===== src/rtl/if_id_reg_if.sv =====
`default_nettype none
// ============================================================================
// Module   : if_id_reg_if
// Brief    : Fetch/decode handshake bundle for the IF/ID instruction buffer.
//            stall_cycles exists only when IF_ID_PERF_EN is defined.
// Revision : 1.0 - initial release
// ============================================================================
interface if_id_reg_if;
    logic        if_valid;
    logic        if_ready;
    logic [31:0] if_instr;
    logic [31:0] if_pc;
    logic        flush;
    logic        id_valid;
    logic        id_ready;
    logic [31:0] id_instr;
    logic [31:0] id_pc;
    logic [31:0] id_pc_plus8;
`ifdef IF_ID_PERF_EN
    logic [15:0] stall_cycles;
`endif

    // Environment side: drives fetch and decode-ready, observes the buffer.
    modport master (
        output if_valid, if_instr, if_pc, flush, id_ready,
        input  if_ready, id_valid, id_instr, id_pc, id_pc_plus8
`ifdef IF_ID_PERF_EN
        , input stall_cycles
`endif
    );

    // Buffer side.
    modport slave (
        input  if_valid, if_instr, if_pc, flush, id_ready,
        output if_ready, id_valid, id_instr, id_pc, id_pc_plus8
`ifdef IF_ID_PERF_EN
        , output stall_cycles
`endif
    );
endinterface

`default_nettype wire


===== src/rtl/if_id_reg.sv =====
`default_nettype none
// ============================================================================
// Module   : if_id_reg
// Brief    : 2-entry in-order IF/ID buffer of {instr, pc} with flush and an
//            ARM-style PC+8 view. Optional stall counter under IF_ID_PERF_EN.
// Revision : 1.0 - initial release
// ============================================================================
module if_id_reg (
    input  logic       clk,
    input  logic       reset,
    if_id_reg_if.slave bus
);
    localparam int unsigned DEPTH        = 2;
    localparam logic [1:0]  c_COUNT_FULL = 2'd2;
    localparam logic [31:0] c_PC_OFFSET  = 32'd8;

    logic [1:0]  r_count;
    logic        r_rd_ptr;
    logic        r_wr_ptr;
    logic [31:0] r_instr [DEPTH];
    logic [31:0] r_pc    [DEPTH];

    logic        w_if_ready;
    logic        w_id_valid;
    logic        w_push;
    logic        w_pop;
    logic        w_wr_en;
    logic [31:0] w_head_instr;
    logic [31:0] w_head_pc;

    // Ready comes only from registered occupancy, so no ready->ready path.
    assign w_if_ready = (r_count != c_COUNT_FULL);
    assign w_id_valid = (r_count != 2'd0);
    assign w_push     = bus.if_valid & w_if_ready;
    assign w_pop      = w_id_valid & bus.id_ready;
    assign w_wr_en    = w_push & ~bus.flush;

    always_ff @(posedge clk) begin
        if (reset) begin
            r_count  <= 2'd0;
            r_rd_ptr <= 1'b0;
            r_wr_ptr <= 1'b0;
        end else if (bus.flush) begin
            r_count  <= 2'd0;
            r_rd_ptr <= 1'b0;
            r_wr_ptr <= 1'b0;
        end else begin
            if (w_push) begin
                r_wr_ptr <= ~r_wr_ptr;
            end
            if (w_pop) begin
                r_rd_ptr <= ~r_rd_ptr;
            end
            case ({w_push, w_pop})
                2'b10:   r_count <= r_count + 2'd1;
                2'b01:   r_count <= r_count - 2'd1;
                default: r_count <= r_count;
            endcase
        end
    end

    genvar gi;
    generate
        for (gi = 0; gi < DEPTH; gi++) begin : g_entry
            localparam logic c_IDX = 1'(gi);
            always_ff @(posedge clk) begin
                if (reset) begin
                    r_instr[gi] <= 32'd0;
                    r_pc[gi]    <= 32'd0;
                end else if (w_wr_en && (r_wr_ptr == c_IDX)) begin
                    r_instr[gi] <= bus.if_instr;
                    r_pc[gi]    <= bus.if_pc;
                end
            end
        end
    endgenerate

    // Stale storage is masked so decode never sees leftover words.
    assign w_head_instr = w_id_valid ? r_instr[r_rd_ptr] : 32'd0;
    assign w_head_pc    = w_id_valid ? r_pc[r_rd_ptr]    : 32'd0;

    assign bus.if_ready    = w_if_ready;
    assign bus.id_valid    = w_id_valid;
    assign bus.id_instr    = w_head_instr;
    assign bus.id_pc       = w_head_pc;
    assign bus.id_pc_plus8 = w_id_valid ? (w_head_pc + c_PC_OFFSET) : 32'd0;

`ifdef IF_ID_PERF_EN
    logic [15:0] r_stall_cycles;

    // Saturating; flush intentionally leaves it alone.
    always_ff @(posedge clk) begin
        if (reset) begin
            r_stall_cycles <= 16'd0;
        end else if (w_id_valid && !bus.id_ready && (r_stall_cycles != 16'hFFFF)) begin
            r_stall_cycles <= r_stall_cycles + 16'd1;
        end
    end

    assign bus.stall_cycles = r_stall_cycles;
`endif

endmodule

`default_nettype wire


===== src/flat_wrapper.sv =====
// flat-port wrapper written by rule: the top's interface ports become plain ports
module if_id_reg_flat 
  (clk, reset, bus_if_valid, bus_if_instr, bus_if_pc, bus_flush, bus_id_ready, bus_if_ready, bus_id_valid, bus_id_instr, bus_id_pc, bus_id_pc_plus8);
  if_id_reg_if bus_i ();
  input  logic clk;
  input  logic reset;
  input wire logic [$bits(bus_i.if_valid)-1:0] bus_if_valid;
  input wire logic [$bits(bus_i.if_instr)-1:0] bus_if_instr;
  input wire logic [$bits(bus_i.if_pc)-1:0] bus_if_pc;
  input wire logic [$bits(bus_i.flush)-1:0] bus_flush;
  input wire logic [$bits(bus_i.id_ready)-1:0] bus_id_ready;
  output wire logic [$bits(bus_i.if_ready)-1:0] bus_if_ready;
  output wire logic [$bits(bus_i.id_valid)-1:0] bus_id_valid;
  output wire logic [$bits(bus_i.id_instr)-1:0] bus_id_instr;
  output wire logic [$bits(bus_i.id_pc)-1:0] bus_id_pc;
  output wire logic [$bits(bus_i.id_pc_plus8)-1:0] bus_id_pc_plus8;
  assign bus_i.if_valid = bus_if_valid;
  assign bus_i.if_instr = bus_if_instr;
  assign bus_i.if_pc = bus_if_pc;
  assign bus_i.flush = bus_flush;
  assign bus_i.id_ready = bus_id_ready;
  assign bus_if_ready = bus_i.if_ready;
  assign bus_id_valid = bus_i.id_valid;
  assign bus_id_instr = bus_i.id_instr;
  assign bus_id_pc = bus_i.id_pc;
  assign bus_id_pc_plus8 = bus_i.id_pc_plus8;
  if_id_reg u_core (.clk(clk), .reset(reset), .bus(bus_i));
endmodule

===== config.mk =====
export PLATFORM = sky130hd
export DESIGN_NAME = if_id_reg_flat
export DESIGN_NICKNAME = d
export VERILOG_FILES = /design/src/rtl/if_id_reg_if.sv /design/src/rtl/if_id_reg.sv /design/src/flat_wrapper.sv
export SDC_FILE = /design/constraint.sdc
export NUM_CORES = 1
export LEC_CHECK = 0
export CAP_MARGIN = 15
export CORE_MARGIN = 5
export CORE_UTILIZATION = 50
export CTS_CLUSTER_SIZE = 40
export DETAILED_ROUTE_END_ITERATION = 16
export GPL_TIMING_DRIVEN = 0
export PLACE_DENSITY = 0.86
export SETUP_SLACK_MARGIN = 0.2
export SYNTH_ARGS = -nofsm -noshare
export SYNTH_HDL_FRONTEND = slang
export SYNTH_SLANG_ARGS = --single-unit

===== constraint.sdc =====
create_clock -name clk -period 8.9 [get_ports clk]
set_input_delay 0.89 -clock clk [delete_from_list [all_inputs] [get_ports clk]]
set_output_delay 0.89 -clock clk [all_outputs]
set_load 0.005 [all_outputs]

==> impl_metrics.ini, run 1 <==
[power_and_ir_drop]
p_comb_share_pct = 10.9
p_leak_nw = 3.41
p_sw_share_pct = 21.0
total_power_mw = 1.70
p_clk_share_pct = 45.8
power_frac_seq_pct = 43.3
intPower_mw = 1.34
ir_drop_mv = 0.121
power.switching_mw = 0.357
p_per_area_nw_per_um2 = 179

[hold_path]
min_path_cells = 2
hp-start = u_core.r_rd_ptr$_SDFFE_PP0P_
hold_end = u_core.r_rd_ptr$_SDFFE_PP0P_
hold_class = flop to flop

[clock_network]
clk_pin_slew_ps = 60
cts_buffer_depth = 2
tritoncts = done
cts_root_buffer = clkbuf_16
numCtsBuffers = 17
cts_setup_buffers = 0
insertion_delay_ps = 410
ctsHoldBuffers = 0
post_cts_resized = 0
clkSinkCount = 133
htree_levels = 4

[detailed_routing]
first_iter_violations = 244
firstDrtPassIters = 5
via_per_inst = 5.26
route.detailed.drc = 0
wl_um = 17400
final_antenna_net_count = 0
wl_per_cell_um = 18.7
vias = 4906

[sta]
hold_viol_final = 0
setup_tns_ps = 0
slew_headroom_pct = 23.7
holdWs_ps = 598
tightest_slew_ps = 1140
worst_slack_ps = 3440
max_freq_mhz = 183
rsz0062_at_grt = false
final-max-slew-violation-count = 0
finalCriticalPeriod_ps = 5460
clock_skew_ps = 7.66
setup_viol = 0
period_share_pct = 61.3

[global_routing]
grt_antenna_before_repair = 2
grt_pass1_vias = 5200
grt_usage_pct = 22.2
overflow = 0
grt_max_degree = 20
grt_first_pass_wirelength_um = 27600

[yosys]
synth_top_cell_by_area = edfxtp_1
synth_top_area_share_pct = 56.9
syn_nets = 623
synth_cells = 552
ys_seq_area_share_pct = 58.4
ys_ff_latch = 133
yosysWarnings = 0
synth_top_flop_cell = edfxtp_1
syn-cell-area_sq_um = 6750
netlist_top_cells_area = edfxtp_1, and2_1, mux2i_1
ys_types = 34
synth_edf_count = 128
synth-async-reset-ratio_pct = 0
syn_area_per_cell_sq_um = 12.2

[layout]
antennaDiodeCount = 0
final_cells = 933
design_area_sq_um = 9480
syn2layout_area_growth_pct = 40.4
finish.net_count = 815
drive_gt1_share_pct = 10.6
fill_cells = 896
fin_util_pct = 71.6

[worst_setup_path]
critPathMaxFanout = 10
rr_worst_depth = 8
r2r_slack_ps = 6460
arrival_ps = 4570
cp-start-kind = flop
crit_path_end_kind = output port
crit_type = flop to output port
r2r-end = u_core.r_count[1]$_SDFFE_PP0P_
rr_startpoint = u_core.r_count[1]$_SDFFE_PP0P_
required_ps = 8010

[place]
pre_cts_ws_ps = 3960
place_inst = 900
place_area_sq_um = 8810
gp_congestion = 0.861
dp_hpwl_um = 12800
io_buffers = 164

[run]
drv_cap = 0

[floorplanning]
ios = 167
start_util_pct = 51.0
die_area_sq_um = 15900
rows = 42
core_sq_um = 13200
die_h_um = 126
die_x_um = 126

[run_status]
status = finished, final reports clean
layout make-up:
cell class                 instances  area [sq um]  share of cell area (%)
buffer                            34           196                    2.07
clock buffer                      17           425                    4.49
clock inverter                    15           235                    2.48
inverter                           7          26.3                   0.277
multi-input combinational        378          2610                    27.6
sequential                       133          3940                    41.6
tap                              176           220                    2.32
timing repair buffer             173          1820                    19.2
routing by layer:
layer,up-vias,GRT usage [%],routed length [um]
met5,-,0,25
met4,4,6.31,270
met3,27,6.52,1420
met2,210,38.7,8870
met1,2351,26.7,6830
li1,2314,-,-
registers in the layout, summed over array words and instances (netlist names), named ones only:
| register | cells |
|---|---|
| u_core.r_instr | 64 |
| u_core.r_count | 2 |
| u_core.r_pc | 64 |
| u_core.r_wr_ptr | 1 |
| u_core.r_rd_ptr | 1 |
power groups by stage:
stage	sequential [mW]	clock [mW]	combinational [mW]
floorplan	0.749	0	0.0767
global placement	0.753	0	0.166
detailed placement	0.748	0	0.183
CTS	0.735	0.785	0.185
global route	0.738	0.814	0.199
finish	0.735	0.778	0.184
worst max path at each step:
stage	endpoint	start	slack, ps
final	bus_id_pc_plus8[31]	flop	3440
after global routing	bus_id_pc_plus8[31]	flop	3290
after CTS	bus_id_pc_plus8[31]	flop	3420
after detailed placement	bus_id_pc_plus8[31]	flop	3960
after global placement	u_core.r_instr[0][10]$_SDFFCE_PN0P_	bus_if_valid	-300
after floorplan	u_core.r_instr[0][0]$_SDFFCE_PN0P_	bus_flush	2450
synth_stat cells, drive strengths merged, types with 6 or more instances:
| cell | instances |
|---|---|
| and2 | 131 |
| edfxtp | 128 |
| nor2 | 72 |
| mux2i | 64 |
| buf | 20 |
| nand3 | 17 |
| nor3 | 17 |
| xor2 | 16 |
| clkbuf | 14 |
| nand2 | 14 |
| xnor2 | 14 |
| inv | 7 |
| nand3b | 7 |
| nor4 | 6 |
worst max-delay path, cell delays in order (launching register included):
cell,delay [ps]
dfxtp_1,320
buf_6,150
buf_6,180
buf_4,240
buf_2,330
buf_2,370
mux2i_1,120
nor2_1,160
ha_1,320
a21boi_1,450
nand3_2,340
o41ai_1,560
clkdlybuf4s50_1,590
cells by family after synthesis:
group	Yosys count	share of synthesized area, %
AOI/OAI and AO/OA	13	1.65
xor gates and xnor gates	30	3.89
adders and majority gates	2	0.371
buffers and inverters	41	3.30
DFF	133	58.4
muxes	64	9.49
and+or+nand+nor	269	22.9
placed cells by master, fill, tap and decap left out, types with 6 or more instances in the layout:
cell,instances
clkdlybuf4s50_1,164
and2_1,131
edfxtp_1,128
nor2_1,71
mux2i_1,64
clkbuf_16,17
xor2_1,16
nand3_1,15
nor3_1,15
nand2_1,14
xnor2_1,14
clkbuf_1,14
buf_2,12
inv_1,7
nand3b_1,6
bufinv_16,6
(Power assumes the default switching activity.)
==> run 2, diff against run 1 <==
--- a/config.mk
+++ b/config.mk
@@ -7,11 +7,11 @@
 export LEC_CHECK = 0
 export CAP_MARGIN = 15
 export CORE_MARGIN = 5
-export CORE_UTILIZATION = 50
+export CORE_UTILIZATION = 45
 export CTS_CLUSTER_SIZE = 40
 export DETAILED_ROUTE_END_ITERATION = 16
 export GPL_TIMING_DRIVEN = 0
-export PLACE_DENSITY = 0.86
+export PLACE_DENSITY = 0.82
 export SETUP_SLACK_MARGIN = 0.2
 export SYNTH_ARGS = -nofsm -noshare
 export SYNTH_HDL_FRONTEND = slang
==> constraint.sdc (replaced) <==
create_clock -name clk -period 4.97 [get_ports clk]
set_input_delay 0.497 -clock clk [delete_from_list [all_inputs] [get_ports clk]]
set_output_delay 0.497 -clock clk [all_outputs]
set_load 0.005 [all_outputs]
==> impl_metrics.ini, run 2 (same netlist as run 1, synthesis figures left out) <==
[global_routing]
overflow = 0
grt_antenna_before_repair = 0
grt_pass1_vias = 5300
grt_usage_pct = 19.6
grt_max_degree = 20
grt_first_pass_wirelength_um = 27300

[detailed_routing]
vias = 4862
wl_um = 16900
first_iter_violations = 216
final_antenna_net_count = 0
via_per_inst = 5.17
wl_per_cell_um = 18.0
route.detailed.drc = 0
firstDrtPassIters = 6

[layout]
drive_gt1_share_pct = 11.1
fin_util_pct = 64.3
final_common_cell = clkdlybuf4s50_1
antennaDiodeCount = 0
design_area_sq_um = 9410
biggestRegsByFlops = u_core.r_instr (64), u_core.r_pc (64), u_core.r_count (2)
final_cell_mix = clkdlybuf4s50_1, and2_1, edfxtp_1
fill_cells = 1082
syn2layout_area_growth_pct = 39.4
finish.net_count = 815

[sta]
max_freq_mhz = 219
finalCriticalPeriod_ps = 4560
worst_slack_ps = 410
hold_viol_final = 0
period_share_pct = 91.7
setup_viol = 0
rsz0062_at_grt = false
final-max-slew-violation-count = 0
tightest_slew_ps = 951
slew_headroom_pct = 36.6
holdWs_ps = 510
clock_skew_ps = 8.43

[floorplanning]
die_area_sq_um = 17600
start_util_pct = 46.1
die_x_um = 132
rows = 44
ios = 167
core_sq_um = 14600
die_h_um = 132

[worst_setup_path]
critPathMaxFanout = 10
required_ps = 4470
crit_path_end_kind = output port
r2r-end = u_core.r_count[1]$_SDFFE_PP0P_
rr_worst_depth = 8
path_cells = buf_6 -> buf_6 -> buf_4 -> buf_2 -> clkbuf_4 -> mux2i_1 -> nor2_1 -> ha_1 -> a21boi_4 -> nand3_4 -> o41ai_2 -> clkdlybuf4s50_1
crit_type = flop to output port
r2r_slack_ps = 2690
arrival_ps = 4060
crit_top_cell = buf_6
slowest_stage = clkdlybuf4s50_1
cp_slowest_stage_delay_ps = 580
crit_end = bus_id_pc_plus8[31]
rr_startpoint = u_core.r_count[1]$_SDFFE_PP0P_
cp-start-kind = flop

[place]
pre_cts_ws_ps = 412
gp_congestion = 0.838
dp_hpwl_um = 12400
place_area_sq_um = 8770
io_buffers = 164

[clock_network]
clk_pin_slew_ps = 60
ctsHoldBuffers = 0
cts_setup_buffers = 0
cts_buffer_depth = 2
post_cts_resized = 2
insertion_delay_ps = 410
htree_levels = 4
cts_root_buffer = clkbuf_16
clkSinkCount = 133
tritoncts = done
numCtsBuffers = 17

[power_and_ir_drop]
p_leak_nw = 3.36
intPower_mw = 2.21
power_frac_seq_pct = 45.5
ir_drop_mv = 0.202
total_power_mw = 2.89
p_sw_share_pct = 23.6
p_clk_share_pct = 43.4
power.switching_mw = 0.681
p_comb_share_pct = 11.2
p_per_area_nw_per_um2 = 307

[run]
drv_cap = 0

[hold_path]
hold_class = input port to flop

[run_status]
status = finished, final reports clean
## run 2: worst min-delay path by stage
stage               cells past startpoint                           start                              to
floorplan                               2    u_core.r_rd_ptr$_SDFFE_PP0P_                            flop
global placement                        2    u_core.r_rd_ptr$_SDFFE_PP0P_    u_core.r_rd_ptr$_SDFFE_PP0P_
detailed placement                      2  u_core.r_count[0]$_SDFFE_PP0P_  u_core.r_count[0]$_SDFFE_PP0P_
CTS                                     2                           reset  u_core.r_count[0]$_SDFFE_PP0P_
global route                            2                           reset  u_core.r_count[0]$_SDFFE_PP0P_
finish                                  2                           reset  u_core.r_count[0]$_SDFFE_PP0P_
## run 2: cell type report
cell class                 count  area [sq um]  share of cell area [%]
buffer                        34           199                    2.11
clock buffer                  17           425                    4.52
clock inverter                15           169                    1.79
inverter                       7          26.3                   0.279
multi-input combinational    378          2650                    28.1
sequential                   133          3940                    41.9
tap                          184           230                    2.45
timing repair buffer         173          1770                    18.8
## run 2: power by group through the flow
| stage | logic (mW) | registers (mW) | clock network [mW] |
|---|---|---|---|
| finish | 0.323 | 1.31 | 1.25 |
| global route | 0.350 | 1.32 | 1.32 |
| CTS | 0.324 | 1.31 | 1.27 |
| detailed placement | 0.322 | 1.34 | 0 |
| global placement | 0.299 | 1.35 | 0 |
| floorplan | 0.137 | 1.34 | 0 |
## run 2: routing by layer
metal	track usage [%]	wire length [um]	vias to the layer above
met4	6.64	270	0
met1	23.1	6850	2304
met2	33.5	8380	219
met5	0	0	-
li1	-	-	2313
met3	7.06	1450	26
## run 2: through the flow
step                      instances  TNS, ps
after global routing            941        0
after CTS                       939        0
after global placement          900  -510720
final                           941        0
after floorplan                 552  -139230
after detailed placement        907        0
## run 2: worst max-delay path, delay by kind of cell (launching register included)
family,cells,cell delay (ps)
AO/OA/AOI/OAI,2,780
AND/OR/NAND/NOR,2,350
flip-flops,1,320
adder cells (fa/ha/maj),1,260
multiplexers,1,110
buffers and inverters,6,1840
==> run 3, diff against run 2 <==
--- a/config.mk
+++ b/config.mk
@@ -8,9 +8,10 @@
 export CAP_MARGIN = 15
 export CORE_MARGIN = 5
 export CORE_UTILIZATION = 45
+export CTS_CLUSTER_DIAMETER = 120
 export CTS_CLUSTER_SIZE = 40
 export DETAILED_ROUTE_END_ITERATION = 16
-export GPL_TIMING_DRIVEN = 0
+export GPL_TIMING_DRIVEN = 1
 export PLACE_DENSITY = 0.82
 export SETUP_SLACK_MARGIN = 0.2
 export SYNTH_ARGS = -nofsm -noshare
==> impl_metrics.ini, run 3 (same netlist as run 1, synthesis figures left out) <==
[power_and_ir_drop]
p_comb_share_pct = 10.9
p_per_area_nw_per_um2 = 298
p_clk_share_pct = 40.6
p_sw_share_pct = 22.0
power_frac_seq_pct = 48.5
ir_drop_mv = 0.169
p_leak_nw = 3.22
power.switching_mw = 0.599
total_power_mw = 2.72
intPower_mw = 2.12

[global_routing]
overflow = 0
grt_first_pass_wirelength_um = 24900
grt_max_degree = 50
grt_antenna_before_repair = 2
grt_usage_pct = 17.7
grt_pass1_vias = 5007

[sta]
slew_headroom_pct = 46.9
hold_viol_final = 0
period_share_pct = 88.6
rsz0062_at_grt = false
setup_viol = 0
final-max-slew-violation-count = 0
tightest_slew_ps = 796
finalCriticalPeriod_ps = 4400
clock_skew_ps = 8.30
setup_tns_ps = 0
max_freq_mhz = 227

[detailed_routing]
final_antenna_net_count = 0
firstDrtPassIters = 4
wl_per_cell_um = 16.8
via_per_inst = 5.20
first_iter_violations = 204
wl_um = 15300
vias = 4731
route.detailed.drc = 0

[layout]
final_cells = 910
final_common_cell = clkdlybuf4s50_1
drive_gt1_share_pct = 8.26
fin_util_pct = 62.3
finish.net_count = 785
antennaDiodeCount = 0
final_cell_mix = clkdlybuf4s50_1, and2_1, edfxtp_1
syn2layout_area_growth_pct = 35.1
biggestRegsByFlops = u_core.r_instr (64), u_core.r_pc (64), u_core.r_count (2)

[worst_setup_path]
rr_worst_depth = 7
required_ps = 4470
crit_path_end_kind = output port
r2r-end = u_core.r_count[1]$_SDFFE_PP0P_
r2r_slack_ps = 2710
rr_startpoint = u_core.r_count[1]$_SDFFE_PP0P_
crit_end = bus_id_pc_plus8[31]
critPathMaxFanout = 49
cp-start-kind = flop
crit_type = flop to output port
arrival_ps = 3910

[clock_network]
clkSinkCount = 133
post_cts_resized = 0
tritoncts = done
htree_levels = 4
cts_buffer_depth = 2
cts_root_buffer = clkbuf_16
insertion_delay_ps = 410
ctsHoldBuffers = 0
clk_pin_slew_ps = 60
numCtsBuffers = 17
cts_setup_buffers = 0

[floorplanning]
die_x_um = 132
ios = 167
rows = 44
core_sq_um = 14600
start_util_pct = 46.1
die_h_um = 132
die_area_sq_um = 17600

[place]
place_inst = 879
dp_hpwl_um = 11100
gp_congestion = 0.848
io_buffers = 166

[hold_path]
hold_class = flop to flop

[run_status]
status = finished, final reports clean

[run]
drv_cap = 0
run 3: worst min-delay path by stage:
stage	start	endpoint	slack, ps	cells after the start
after floorplan	u_core.r_rd_ptr$_SDFFE_PP0P_	flop	520	2
after global placement	u_core.r_rd_ptr$_SDFFE_PP0P_	flop	530	2
after detailed placement	u_core.r_rd_ptr$_SDFFE_PP0P_	flop	530	2
after CTS	u_core.r_rd_ptr$_SDFFE_PP0P_	flop	550	2
after global routing	u_core.r_rd_ptr$_SDFFE_PP0P_	flop	590	2
final	u_core.r_rd_ptr$_SDFFE_PP0P_	u_core.r_rd_ptr$_SDFFE_PP0P_	550	2
run 3: worst max-delay path: stages (launching register included):
cell             delay [ps]
dfxtp_4                 850
mux2i_1                 230
nor2_1                  190
ha_1                    230
a21boi_1                430
nand3_2                 320
o41ai_1                 620
clkdlybuf4s50_1         620
run 3: power groups by stage:
| stage | clock (mW) | combinational [mW] | sequential [mW] |
|---|---|---|---|
| 4_1_cts | 1.12 | 0.300 | 1.32 |
| 2_1_floorplan | 0 | 0.137 | 1.34 |
| 5_1_grt | 1.18 | 0.321 | 1.33 |
| 3_3_place_gp | 0 | 0.288 | 1.34 |
| 3_5_place_dp | 0 | 0.298 | 1.34 |
| 6_report | 1.10 | 0.297 | 1.32 |
run 3: stage by stage:
stage / hold slack [ps] / worst slack [ps] / area [sq um]
after global placement: 528 / 1070 / 8580
after CTS: 554 / 534 / 9120
after global routing: 589 / 342 / 9120
final: 554 / 568 / 9120
after detailed placement: 535 / 977 / 8600
after floorplan: 520 / -1090 / 6750
run 3: cell type report:
| class | instances | area (sq um) |
|---|---|---|
| Tap cell | 184 | 230 |
| Fill cell | 1154 | 5520 |
| Clock buffer | 19 | 433 |
| Inverter | 7 | 26.3 |
| Multi-Input combinational cell | 378 | 2640 |
| Timing Repair Buffer | 177 | 1760 |
| Sequential cell | 133 | 3950 |
| Clock inverter | 12 | 90.1 |
run 3: layer usage:
| layer | wire (um) | part of all wire, % | GRT usage (%) | vias up |
|---|---|---|---|---|
| li1 | - | - | - | 2246 |
| met1 | 6410 | 42 | 21.4 | 2284 |
| met2 | 7570 | 49 | 29.8 | 177 |
| met3 | 1130 | 7.3 | 6.07 | 20 |
| met4 | 195 | 1.3 | 5.83 | 4 |
| met5 | 25 | 0.16 | 0 | - |
==> RTL edit, RTL diff (settings of run 2) <==
The localparam `DEPTH` goes from 2 to 4.
--- a/src/rtl/if_id_reg.sv
+++ b/src/rtl/if_id_reg.sv
@@ -11,5 +11,5 @@
     if_id_reg_if.slave bus
 );
-    localparam int unsigned DEPTH        = 2;
+    localparam int unsigned DEPTH        = 4;
     localparam logic [1:0]  c_COUNT_FULL = 2'd2;
     localparam logic [31:0] c_PC_OFFSET  = 32'd8;
Function: no difference found for any inputs over 4 cycles, from zero or initial values; that may be too few to reach the edited logic, so the function may still have changed.
==> RTL edit against run 2 <==
- sequential share of layout area decreased by 0.36 points
- clock skew rose by 0.0024 ns
- die area grew 2.3%
- wire length is 1.5% lower
- first-iteration DRC count grew 21%
- power is 1.4% higher
- area after synthesis increased by 2.5%
- final cell count rose by 0.53%
- setup slack better by 0.12 ns
- sequential cell count is the same
- design area grew 0.86%
- via count is 0.72% lower
- critical endpoint is now bus_id_pc_plus8[15]
- largest cell class unchanged
==> RTL edit: results (changes against run 2) <==
| Metric | Value |
|---|---|
| Outcome | finished, final reports clean |
| DP Cell Count | 912 (+0.55%) |
| Cell variety after synth | 38 (+12%) |
| Post-Synthesis Net Count | 627 (+0.64%) |
| Vias in the first global route | 5034 (-5.0%) |
| Maximum vdd ir drop | 0.000239 V (+18%) |
| Clk buf depth | 2 (unchanged) |
| Post-detailed-route wirelength per cell | 17.6 um (-2.0%) |
| Post-synthesis sequential area ratio | 57.0% (-1.4 points) |
| Largest net degree at the start of global routing | 65 (+230%) |
| RR Startpoint | u_core.r_count[0]$_SDFFE_PP0P_ |
| R2R cell count | 9 (+1) |
| Pre-CTS WS | 0.882 ns (+0.469 ns) |
| Final non-filler cell total | 946 (+0.53%) |
| GRT Resource Usage Total | 18.7% (-0.93 points) |
| CTS resizes | 0 (-2) |
| Crit path DAT | 3.94 ns (-0.12 ns) |
| Global placement routability congestion | 0.807 (-3.6%) |
| Hold Path Origin | bus_flush |
| Routed vias | 4827 (-0.72%) |
| Hold/Removal Path Class | in -> reg |
| Port-buffer cells | 165 (+0.61%) |
| Leakage | 3.40 nW (+1.3%) |
| Hold path depth | 2 (unchanged) |
| Synth area leaders | edfxtp_1 56%, and2_1 12%, mux2i_1 9.3% |
| Ratio of cells with drive above 1 in the final layout | 12.3% (+1.2 points) |
| Post-synth top cells | 132 x and2_1, 128 x edfxtp_1, 64 x mux2i_1 |
| Skew final | 0.0108 ns (+0.00239 ns) |
| Iter 0 DRT Violations | 262 (+21%) |
| Relative slew margins | 38.1% (+1.5 points) |
| CP max stage cell | clkdlybuf4s50_1 |
| CTS clock-pin slew for the worst setup and hold paths | 0.06 ns (about the same) |
| FF-to-FF setup slack | 2.51 ns (-0.18 ns) |
| Global-route wire length before repair | 26100 um (-4.3%) |
| CP peak stage delay | 0.54 ns (-0.04 ns) |
| Layout fillers | 1151 (+6.4%) |
| Detailed Place HPWL | 12000 um (-2.7%) |
| Gate Count Post-Synth | 556 (+0.72%) |
RTL edit: cell types whose count changed after synthesis, moves of 3 or more:
cell,run 2,this run
a211oi_4,0,3
a211oi_2,4,1
buf_2,12,9
nor3_2,2,7
nor3_1,15,12
nor2_1,71,63
nor2_2,1,8
nand3_1,15,12
buf_6,3,8
RTL edit: cells by family (layout without fill, tap and decap cells):
family / after synthesis / after routing / share of synthesized area [%]
simple gates: 275 / 275 / 24.0
buf+inv: 42 / 243 / 3.82
flops: 133 / 133 / 57.0
mux: 66 / 66 / 9.59
fa+ha+maj: 2 / 2 / 0.362
compound gates: 8 / 8 / 1.41
other cells: 0 / 1 / 0
xor+xnor: 30 / 30 / 3.80
RTL edit: worst max path at each step:
stage	start	to	slack, ns	depth (start not counted)
2_1_floorplan	u_core.r_count[0]$_SDFFE_PP0P_	u_core.r_instr[0][0]$_SDFFCE_PN0P_	0.97	3
3_3_place_gp	bus_if_valid	u_core.r_instr[0][10]$_SDFFCE_PN0P_	-0.85	3
3_5_place_dp	u_core.r_count[0]$_SDFFE_PP0P_	bus_id_pc_plus8[15]	0.88	13
4_1_cts	u_core.r_count[0]$_SDFFE_PP0P_	bus_id_pc_plus8[15]	0.44	13
5_1_grt	u_core.r_count[0]$_SDFFE_PP0P_	bus_id_pc_plus8[15]	0.37	13
6_report	u_core.r_count[0]$_SDFFE_PP0P_	bus_id_pc_plus8[15]	0.53	13
RTL edit: layer usage:
layer	part of all wire [%]	global-route usage [%]
met4	1.5	6.00
met3	6.5	4.91
met1	42	22.7
met2	50	32.6
met5	0	0
RTL edit: cell type report:
class | instances | area [um2] | area share [%]
Antenna cell | 1 | 2.50 | 0.0264
Buffer | 36 | 241 | 2.54
Inverter | 6 | 22.5 | 0.237
Clock inverter | 14 | 185 | 1.95
Multi-Input combinational cell | 381 | 2730 | 28.8
Timing Repair Buffer | 169 | 1700 | 17.9
Clock buffer | 18 | 429 | 4.52
Sequential cell | 133 | 3940 | 41.5
Tap cell | 188 | 235 | 2.48
RTL edit: stage by stage:
step	instance area [um2]	hold WS, ns
floorplan	6920	0.518
global placement	8810	0.537
detailed placement	8870	0.550
CTS	9490	0.388
global route	9490	0.399
finish	9500	0.417
RTL edit: where the power goes:
| part | total [W] | switching [W] | internal [W] | leakage, nW |
|---|---|---|---|---|
| registers | 0.00132 | 0.0000236 | 0.00129 | 1.38 |
| logic | 0.000316 | 0.000154 | 0.000162 | 1.73 |
| clock network | 0.00130 | 0.000461 | 0.000835 | 0.297 |
